### src/rtl/ysyx_210184_pipe_ctrl_pkg.sv
// Shared types for the pipeline sequencer: FSM states and redirect-source selection.
package ysyx_210184_pipe_ctrl_pkg;

  localparam int REG_W = 64;

  typedef enum logic [1:0] {
    PCTL_RUN   = 2'd0,
    PCTL_REDIR = 2'd1,
    PCTL_MWAIT = 2'd2
  } pctl_state_e;

  typedef enum logic [1:0] {
    SEL_NONE  = 2'd0,
    SEL_MTVEC = 2'd1,
    SEL_MEPC  = 2'd2,
    SEL_BR    = 2'd3
  } pc_sel_e;

  // Trap entry beats trap return, which beats an ordinary control transfer.
  function automatic pc_sel_e redirect_sel(input logic ecall, input logic mret,
                                           input logic br);
    if (ecall)     return SEL_MTVEC;
    else if (mret) return SEL_MEPC;
    else if (br)   return SEL_BR;
    else           return SEL_NONE;
  endfunction

  function automatic logic [REG_W-1:0] pick_pc(input pc_sel_e sel,
                                               input logic [REG_W-1:0] mtvec,
                                               input logic [REG_W-1:0] mepc,
                                               input logic [REG_W-1:0] br);
    case (sel)
      SEL_MTVEC: return mtvec;
      SEL_MEPC:  return mepc;
      default:   return br;
    endcase
  endfunction

endpackage

### src/rtl/ysyx_210184_pipe_ctrl_cnt.sv
// Parameterised up-counter with synchronous clear; SAT selects saturate vs wrap.
module ysyx_210184_pctl_cnt #(
  parameter int W   = 32,
  parameter bit SAT = 1'b0
) (
  input  logic         clk,
  input  logic         rst,
  input  logic         clr_i,
  input  logic         inc_i,
  output logic [W-1:0] cnt_o
);

  logic [W-1:0] cnt_q, cnt_d;

  always_comb begin
    cnt_d = cnt_q;
    if (clr_i) begin
      cnt_d = '0;
    end else if (inc_i) begin
      if (!(SAT && (&cnt_q))) cnt_d = cnt_q + W'(1);
    end
  end

  always_ff @(posedge clk) begin
    if (!rst) cnt_q <= '0;
    else      cnt_q <= cnt_d;
  end

  assign cnt_o = cnt_q;

endmodule

### src/rtl/ysyx_210184_pipe_ctrl.sv
// Pipeline sequencer: turns hazard/redirect events into per-stage stall/flush
// controls, a single redirect PC for IF, a memory-wait watchdog and perf counters.
module ysyx_210184_pipe_ctrl
  import ysyx_210184_pipe_ctrl_pkg::*;
#(
  parameter int WD_W  = 16,
  parameter int CNT_W = 32
) (
  input  logic              clk,
  input  logic              rst,
  input  logic              load_use_i,
  input  logic              br_taken_i,
  input  logic              jump_i,
  input  logic [REG_W-1:0]  br_target_i,
  input  logic              ecall_i,
  input  logic              mret_i,
  input  logic [REG_W-1:0]  mtvec_i,
  input  logic [REG_W-1:0]  mepc_i,
  input  logic              if_busy_i,
  input  logic              mem_busy_i,
  output logic              stall_if_o,
  output logic              stall_id_o,
  output logic              stall_ex_o,
  output logic              stall_mem_o,
  output logic              flush_id_o,
  output logic              flush_ex_o,
  output logic              redirect_valid_o,
  output logic [REG_W-1:0]  redirect_pc_o,
  output logic              wd_err_o,
  output logic [CNT_W-1:0]  stall_cnt_o,
  output logic [CNT_W-1:0]  flush_cnt_o,
  output pctl_state_e       state_o
);

  localparam logic [WD_W-1:0] WD_PRE = {{(WD_W-1){1'b1}}, 1'b0};

  pctl_state_e      state_q, state_d;
  logic [REG_W-1:0] pc_hold_q, pc_hold_d;
  logic             wd_err_q, wd_err_d;
  logic [WD_W-1:0]  wd_cnt;
  logic             wd_inc;
  logic             flush_acc;
  pc_sel_e          sel;

  // Handshake: redirect_valid_o is a one-cycle pulse with no ready; if_busy_i
  // acts as not-ready and holds the FSM in REDIRECT until IF can take the PC.
  always_comb begin
    state_d          = state_q;
    pc_hold_d        = pc_hold_q;
    stall_if_o       = 1'b0;
    stall_id_o       = 1'b0;
    stall_ex_o       = 1'b0;
    stall_mem_o      = 1'b0;
    flush_id_o       = 1'b0;
    flush_ex_o       = 1'b0;
    redirect_valid_o = 1'b0;
    flush_acc        = 1'b0;
    sel              = redirect_sel(ecall_i, mret_i, br_taken_i | jump_i);
    if (rst) begin
      case (state_q)
        PCTL_REDIR: begin
          // Events seen here belong to squashed instructions and are dropped.
          if (!if_busy_i) begin
            redirect_valid_o = 1'b1;
            state_d          = PCTL_RUN;
          end else begin
            stall_if_o = 1'b1;
            flush_id_o = 1'b1;
          end
          if (mem_busy_i) stall_mem_o = 1'b1;
        end
        default: begin
          // MEM_WAIT with the bus idle behaves exactly like RUN so a held
          // branch is accepted in the cycle the stall lifts.
          state_d = PCTL_RUN;
          if (mem_busy_i) begin
            stall_if_o  = 1'b1;
            stall_id_o  = 1'b1;
            stall_ex_o  = 1'b1;
            stall_mem_o = 1'b1;
            state_d     = PCTL_MWAIT;
          end else if (sel != SEL_NONE) begin
            stall_if_o = 1'b1;
            flush_id_o = 1'b1;
            flush_ex_o = 1'b1;
            flush_acc  = 1'b1;
            pc_hold_d  = pick_pc(sel, mtvec_i, mepc_i, br_target_i);
            state_d    = PCTL_REDIR;
          end else if (load_use_i) begin
            stall_if_o = 1'b1;
            stall_id_o = 1'b1;
          end
        end
      endcase
    end
  end

  assign wd_inc   = mem_busy_i && (state_q != PCTL_REDIR);
  assign wd_err_d = wd_err_q | (wd_inc && (wd_cnt == WD_PRE));

  always_ff @(posedge clk) begin
    if (!rst) begin
      state_q   <= PCTL_RUN;
      pc_hold_q <= '0;
      wd_err_q  <= 1'b0;
    end else begin
      state_q   <= state_d;
      pc_hold_q <= pc_hold_d;
      wd_err_q  <= wd_err_d;
    end
  end

  ysyx_210184_pctl_cnt #(.W(WD_W), .SAT(1'b1)) u_wd (
    .clk   (clk),
    .rst   (rst),
    .clr_i (!wd_inc),
    .inc_i (wd_inc),
    .cnt_o (wd_cnt)
  );

  ysyx_210184_pctl_cnt #(.W(CNT_W), .SAT(1'b0)) u_stall_cnt (
    .clk   (clk),
    .rst   (rst),
    .clr_i (1'b0),
    .inc_i (stall_if_o),
    .cnt_o (stall_cnt_o)
  );

  ysyx_210184_pctl_cnt #(.W(CNT_W), .SAT(1'b0)) u_flush_cnt (
    .clk   (clk),
    .rst   (rst),
    .clr_i (1'b0),
    .inc_i (flush_acc),
    .cnt_o (flush_cnt_o)
  );

  assign redirect_pc_o = pc_hold_q;
  assign wd_err_o      = wd_err_q;
  assign state_o       = state_q;

endmodule
### config.mk
export PLATFORM = sky130hd
export DESIGN_NAME = ysyx_210184_pipe_ctrl
export DESIGN_NICKNAME = d
export VERILOG_FILES = /design/src/rtl/ysyx_210184_pipe_ctrl_pkg.sv /design/src/rtl/ysyx_210184_pipe_ctrl_cnt.sv /design/src/rtl/ysyx_210184_pipe_ctrl.sv
export SDC_FILE = /design/constraint.sdc
export NUM_CORES = 1
export LEC_CHECK = 0
export ABC_AREA = 1
export CAP_MARGIN = 0
export CORE_MARGIN = 2
export CORE_UTILIZATION = 46
export DETAILED_ROUTE_END_ITERATION = 6
export GPL_TIMING_DRIVEN = 0
export MAX_ROUTING_LAYER = met4
export PLACE_DENSITY = 0.89
export SLEW_MARGIN = 0
export SYNTH_ARGS = -nofsm -noshare
export SYNTH_HDL_FRONTEND = slang
export SYNTH_SLANG_ARGS = --single-unit
### constraint.sdc
create_clock -name clk -period 2.1 [get_ports clk]
set_input_delay 0.42 -clock clk [delete_from_list [all_inputs] [get_ports clk]]
set_output_delay 0.42 -clock clk [all_outputs]
set_load 0.03 [all_outputs]
==> impl_metrics.json, run 1 <==
{
  "outcome": "complete, no violations",
  "clkLatencyLatePin_ps": 430,
  "min-delay-start": "rst",
  "clock_path_buffers": 2,
  "min_path_cells": 3,
  "synth_top_family_by_area": "simple AND/OR/NAND/NOR gates",
  "ant_nets": 0,
  "rsz0062_at_grt": "yes",
  "grt_pass1_wl_mm": 47.8,
  "yosys_most_used_dff": "dfxtp_1",
  "seq_area_frac_synth_pct": 37.7,
  "drt_first_pass_iters": 6,
  "fin_crit_sh_pct": 98.2,
  "yosys_warnings": 0,
  "final_util_pct": 73.0,
  "power_mw": 7.46,
  "die_area_um2": 18000,
  "synthCells": 1171,
  "busiest_layer": "met2",
  "gr-total-overflow": 0,
  "io-pin-count": 339,
  "slew_headroom_pct": 53.6,
  "crit_arrival_ps": 1640,
  "crit_required_ps": 1680,
  "leakage_nw": 4.51,
  "start_util_pct": 47.0,
  "fin_area_um2": 12100,
  "clk_pin_slew_ps": 60,
  "setup_tns_ps": 0,
  "criticalPathCategory": "in2out",
  "drt-wirelength-per-cell_um": 17.6,
  "h-tree-depth": 4,
  "powerDensity_nw_per_um2": 616,
  "tightest_slew_ps": 696,
  "via_per_inst": 5.44,
  "synth.area.mux_share_pct": 0,
  "syn_to_final_growth_pct": 55.1,
  "synth_edf_count": 0,
  "grt_util_met2_pct": 59.4,
  "grt_usage_pct": 35.0,
  "cts_tree": "built",
  "min_to": "state_o[1]$_SDFFE_PN0P_",
  "setup_viol": 0,
  "coreArea_um2": 16600,
  "route.vias.total": 9618,
  "ir_drop_v": 0.000658,
  "synth_adder_area_share_pct": 0.642,
  "end_kind": "output pin",
  "wl_mm": 31.1,
  "fp.dieH_um": 134,
  "r2r_cells": 8,
  "placed_cell_area_um2": 11500,
  "grt_max_degree": 17,
  "synth_cell_types": 38,
  "drc": 0,
  "met1_usage_pct": 39.9,
  "maxCapViolations": 0,
  "period_needed_ps": 2060,
  "synthesis.area_um2": 7800,
  "r2r_start": "state_o[1]$_SDFFE_PN0P_",
  "hold_viol_final": 0,
  "holdCritPathClass": "in2reg",
  "synth_xor_area_share_pct": 1.46,
  "cts_buffers": 17,
  "root_buffer": "clkbuf_16",
  "path_max_fanout": 10,
  "nets": 1739,
  "gp_congestion": 1.00,
  "grt_pass1_vias": 9141,
  "r2r-end": "redirect_pc_o[13]$_SDFFE_PN0P_",
  "synth-compound-area-share_pct": 16.4,
  "cts_hold_buffers": 0,
  "dp.final_hpwl_mm": 24.3,
  "yosys.area_share.simple_pct": 35.5,
  "r2r_slack_ps": 130,
  "drive_above_1_share_pct": 8.09,
  "fmax_mhz": 485,
  "ys_ff_latch": 147,
  "grtUsageMet3_pct": 7.07,
  "die_w_um": 134,
  "port_buffers": 337,
  "drt-initial-drc-count": 777,
  "ys_async_sr_fraction_pct": 0,
  "startpoint_type": "input pin",
  "syn_area_per_cell_um2": 6.66,
  "syn_nets": 1376,
  "fp-row-count": 47,
  "cts.sinks": 147,
  "finClkSkew_ps": 7.74,
  "antenna_found_initial": 1,
  "hold_ws_ps": 436,
  "drv_slew": 0
}
layer usage:
metal | vias up | share of wire, %
li1 | 4591 | -
met1 | 4479 | 38
met2 | 461 | 50
met3 | 87 | 7.5
met4 | 0 | 4.1
met5 | - | 0
worst max-delay path by stage:
stage,startpoint,end,slack [ps],depth (start not counted)
after detailed placement,ecall_i,stall_if_o,-870,8
final,if_busy_i,stall_if_o,40,8
after global placement,ecall_i,stall_if_o,-820,8
after global routing,state_o[0]$_SDFFE_PN0P_,stall_if_o,-20,8
after CTS,if_busy_i,stall_if_o,6,8
after floorplan,rst,flush_id_o,210,4
through the flow:
stage          cells  worst slack (ps)
2_1_floorplan   1171               209
3_3_place_gp    1728              -818
6_report        1767              38.0
5_1_grt         1767             -19.6
4_1_cts         1763              6.29
3_5_place_dp    1728              -872
synth_stat cells (8+ instances only):
master | instances | area [um2]
nor2_1 | 128 | 480
nor3_1 | 16 | 80.1
xor2_1 | 10 | 87.6
nand2_1 | 394 | 1480
buf_2 | 22 | 110
nand4_1 | 17 | 106
a21oi_1 | 30 | 150
o21ai_0 | 87 | 435
nor2_2 | 12 | 75.1
nand3_1 | 56 | 280
dfxtp_1 | 147 | 2940
a41oi_1 | 64 | 561
clkbuf_1 | 27 | 101
nand2_2 | 8 | 50.1
inv_1 | 94 | 353
cells in the final DEF (no fill, tap or decap), types with 4 or more instances in the layout:
cell type,count
a31oi_1,7
a21oi_1,30
xor2_1,10
nor3_1,16
clkdlybuf4s50_1,326
buf_4,9
or2_2,4
nor2_4,7
nor2_2,12
dlygate4sd2_1,5
dfxtp_1,145
inv_1,92
ha_1,4
nand2_1,392
o21ai_1,4
nor2_1,126
clkbuf_16,17
clkinv_2,5
buf_6,5
a41oi_1,64
nand3_1,56
clkinvlp_4,4
nand2_4,4
inv_2,7
nand2_2,9
nand4_1,17
buf_2,22
o21ai_0,87
clkbuf_1,27
timing repair:
item,in CTS,in global routing
setup buffers,4,3
endpoints found under the setup margin,7,8
resized for setup,49,9
pin swaps,5,4
critical path, cell delays in order:
cell	delay, ps
clkdlybuf4s50_1	450
inv_1	70
nand2_2	90
nand2_2	80
nor2_4	130
buf_8	110
buf_6	140
buf_6	140
final cells by class:
class | count | area [um2]
clock buffer | 21 | 460
sequential | 147 | 2950
antenna | 1 | 2.50
buffer | 56 | 288
inverter | 99 | 372
tap | 220 | 275
timing repair buffer | 344 | 3410
fill | 1351 | 4480
multi-input combinational | 869 | 4260
clock inverter | 10 | 85.1
flip-flops by register name (all words and copies together) (netlist names):
register and count:
u_flush_cnt.cnt_o 32, u_wd.cnt_o 16, u_stall_cnt.cnt_o 32, state_o 2, redirect_pc_o 64, wd_err_o 1
kinds of logic after synthesis:
family                     after synthesis
adders and majority gates                4
xor gates and xnor gates                13
AOI/OAI and AO/OA                      200
DFF                                    147
buffers and inverters                  155
and+or+nand+nor                        652
where the power goes:
group	total, mW	internal, mW	switching, mW
registers	3.01	2.92	0.0834
clock network	2.88	1.67	1.21
logic	1.57	0.733	0.836
total	7.46	5.33	2.13
No activity file was read; power rests on OpenSTA's default activity.
==> inputs of run 2 (changes only) <==
--- a/config.mk
+++ b/config.mk
@@ -13,7 +13,6 @@
 export GPL_TIMING_DRIVEN = 0
 export MAX_ROUTING_LAYER = met4
 export PLACE_DENSITY = 0.89
-export SLEW_MARGIN = 0
 export SYNTH_ARGS = -nofsm -noshare
 export SYNTH_HDL_FRONTEND = slang
 export SYNTH_SLANG_ARGS = --single-unit
==> results of run 2 <==
The final DEF is identical to that of run 1; final timing and power are the same.
==> inputs of run 3 (changes only) <==
--- a/config.mk
+++ b/config.mk
@@ -7,7 +7,6 @@
 export LEC_CHECK = 0
 export ABC_AREA = 1
 export CAP_MARGIN = 0
-export CORE_MARGIN = 2
 export CORE_UTILIZATION = 46
 export DETAILED_ROUTE_END_ITERATION = 6
 export GPL_TIMING_DRIVEN = 0
==> run 3 against run 2 <==
Effect of this change:
- core utilization up 0.32 points
- design area rose by 0.44%
- clock power up 6%
- via count rose by 0.89%
- clock skew is 8.0 ps higher
- total power is 2.6% higher
- maximum frequency decreased by 1.6%
- combinational power barely moved
- die area fell by 3.0%
- sequential cell count did not move
- non-clock buffer count stayed put
==> impl_metrics.json, run 3 (synthesis gave the netlist of run 1 again) <==
{
  "end_kind": "output pin",
  "multi_input_area_um2": 4270,
  "maxCapViolations": 0,
  "placed_cell_area_um2": 11500,
  "dp.final_hpwl_mm": 24.0,
  "fp.dieH_um": 132,
  "ir_drop_v": 0.000592,
  "outcome": "complete, no violations",
  "wl_mm": 31.4,
  "start_util_pct": 47.0,
  "cts_hold_buffers": 0,
  "syn_to_final_growth_pct": 55.8,
  "cts.sinks": 147,
  "r2r-end": "redirect_pc_o[16]$_SDFFE_PN0P_",
  "rsz0062_at_grt": "yes",
  "final_common_cell": "nand2_1",
  "fmax_mhz": 477,
  "min-delay-start": "rst",
  "fp-row-count": 47,
  "hold_ws_ps": 453,
  "period_needed_ps": 2100,
  "die_w_um": 132,
  "clock_path_buffers": 2,
  "place_inst": 1728,
  "final_cell_mix": "392 x nand2_1, 326 x clkdlybuf4s50_1, 145 x dfxtp_1, 126 x nor2_1, 93 x inv_1",
  "setup_viol": 0,
  "power_mw": 7.65,
  "antenna_found_initial": 5,
  "grt_max_degree": 17,
  "route.vias.total": 9704,
  "gp_congestion": 1.03,
  "tightest_slew_ps": 743,
  "root_buffer": "clkbuf_16",
  "min_to": "state_o[1]$_SDFFE_PN0P_",
  "io-pin-count": 339,
  "drv_slew": 0,
  "drt-wirelength-per-cell_um": 17.7,
  "fin_crit_sh_pct": 99.8,
  "nets": 1739,
  "drive_above_1_share_pct": 8.02,
  "drc": 0,
  "cts_buffers": 17,
  "final_util_pct": 73.3,
  "via_per_inst": 5.48,
  "path_max_fanout": 8,
  "grt_pass1_wl_mm": 47.7,
  "min_path_cells": 3,
  "slew_headroom_pct": 50.5,
  "cts_tree": "built",
  "crit_required_ps": 1680,
  "r2r_start": "state_o[1]$_SDFFE_PN0P_",
  "setup_slack_ps": 3.44,
  "clk_pin_slew_ps": 60,
  "fillCellCount": 1377,
  "drt-initial-drc-count": 797,
  "pre_cts_ws_ps": -920,
  "die_area_um2": 17500,
  "final_cells": 1772,
  "grt_usage_pct": 36.3,
  "crit_arrival_ps": 1680,
  "clkLatencyLatePin_ps": 430,
  "finClkSkew_ps": 15.7,
  "powerDensity_nw_per_um2": 630,
  "seq_area_um2": 2950,
  "hold_viol_final": 0,
  "setup_tns_ps": 0,
  "drt_first_pass_iters": 6,
  "criticalPathCategory": "reg2out",
  "fin_area_um2": 12200,
  "r2r_slack_ps": 160,
  "startpoint_type": "flop",
  "holdCritPathClass": "in2reg",
  "grt_pass1_vias": 9289,
  "r2r_cells": 8,
  "coreArea_um2": 16600,
  "largest_reg_flops": 64,
  "ant_nets": 0,
  "port_buffers": 337,
  "h-tree-depth": 4,
  "gr-total-overflow": 0,
  "leakage_nw": 4.53
}
run 3: what timing repair did:
action | CTS | global route
resized for setup | 52 | 8
buffers inserted | 3 | 5
pin swaps | 4 | 5
endpoints found under the setup margin | 7 | 6
endpoints found under the hold margin | 0 | 0
run 3: worst max-delay path by stage:
| stage | cells past startpoint | end | startpoint |
|---|---|---|---|
| after floorplan | 4 | flush_id_o | rst |
| after global placement | 8 | stall_if_o | mret_i |
| after detailed placement | 8 | stall_if_o | mret_i |
| after CTS | 8 | stall_if_o | if_busy_i |
| after global routing | 6 | stall_id_o | state_o[0]$_SDFFE_PN0P_ |
| final | 6 | stall_id_o | state_o[0]$_SDFFE_PN0P_ |
run 3: area by class of cell:
type | count | area share (%)
multi-input cells | 869 | 35.2
inverters | 99 | 3.06
repair buffers | 345 | 28.1
diodes | 5 | 0.103
well taps | 220 | 2.27
flip-flops and latches | 147 | 24.3
plain buffers | 55 | 2.25
clock inverters | 9 | 0.855
clock buffers | 23 | 3.93
run 3: routing by layer:
metal  up-vias  GRT usage (%)  part of all wire (%)  wire [um]
met2       513           61.4                    50      15700
met5         -              -                     0          0
met3       108           8.30                   8.0       2530
met1      4478           39.5                    38      11800
li1       4605              -                     -          -
met4         0           19.3                   4.6       1430
run 3: critical path, stage by stage, from the launching register on:
cell and delay [ps]:
dfxtp_4 390, inv_2 60, nor2_4 150, nor2_1 70
inv_1 240, o41ai_2 140, buf_4 190
run 3: where the power goes:
part           switching (mW)  leakage (nW)  total [mW]  internal, mW
Sequential             0.0874          1.20        3.01          2.92
Combinational           0.846          3.05        1.58         0.733
Clock                    1.23         0.283        3.06          1.84
Total                    2.16          4.53        7.65          5.49
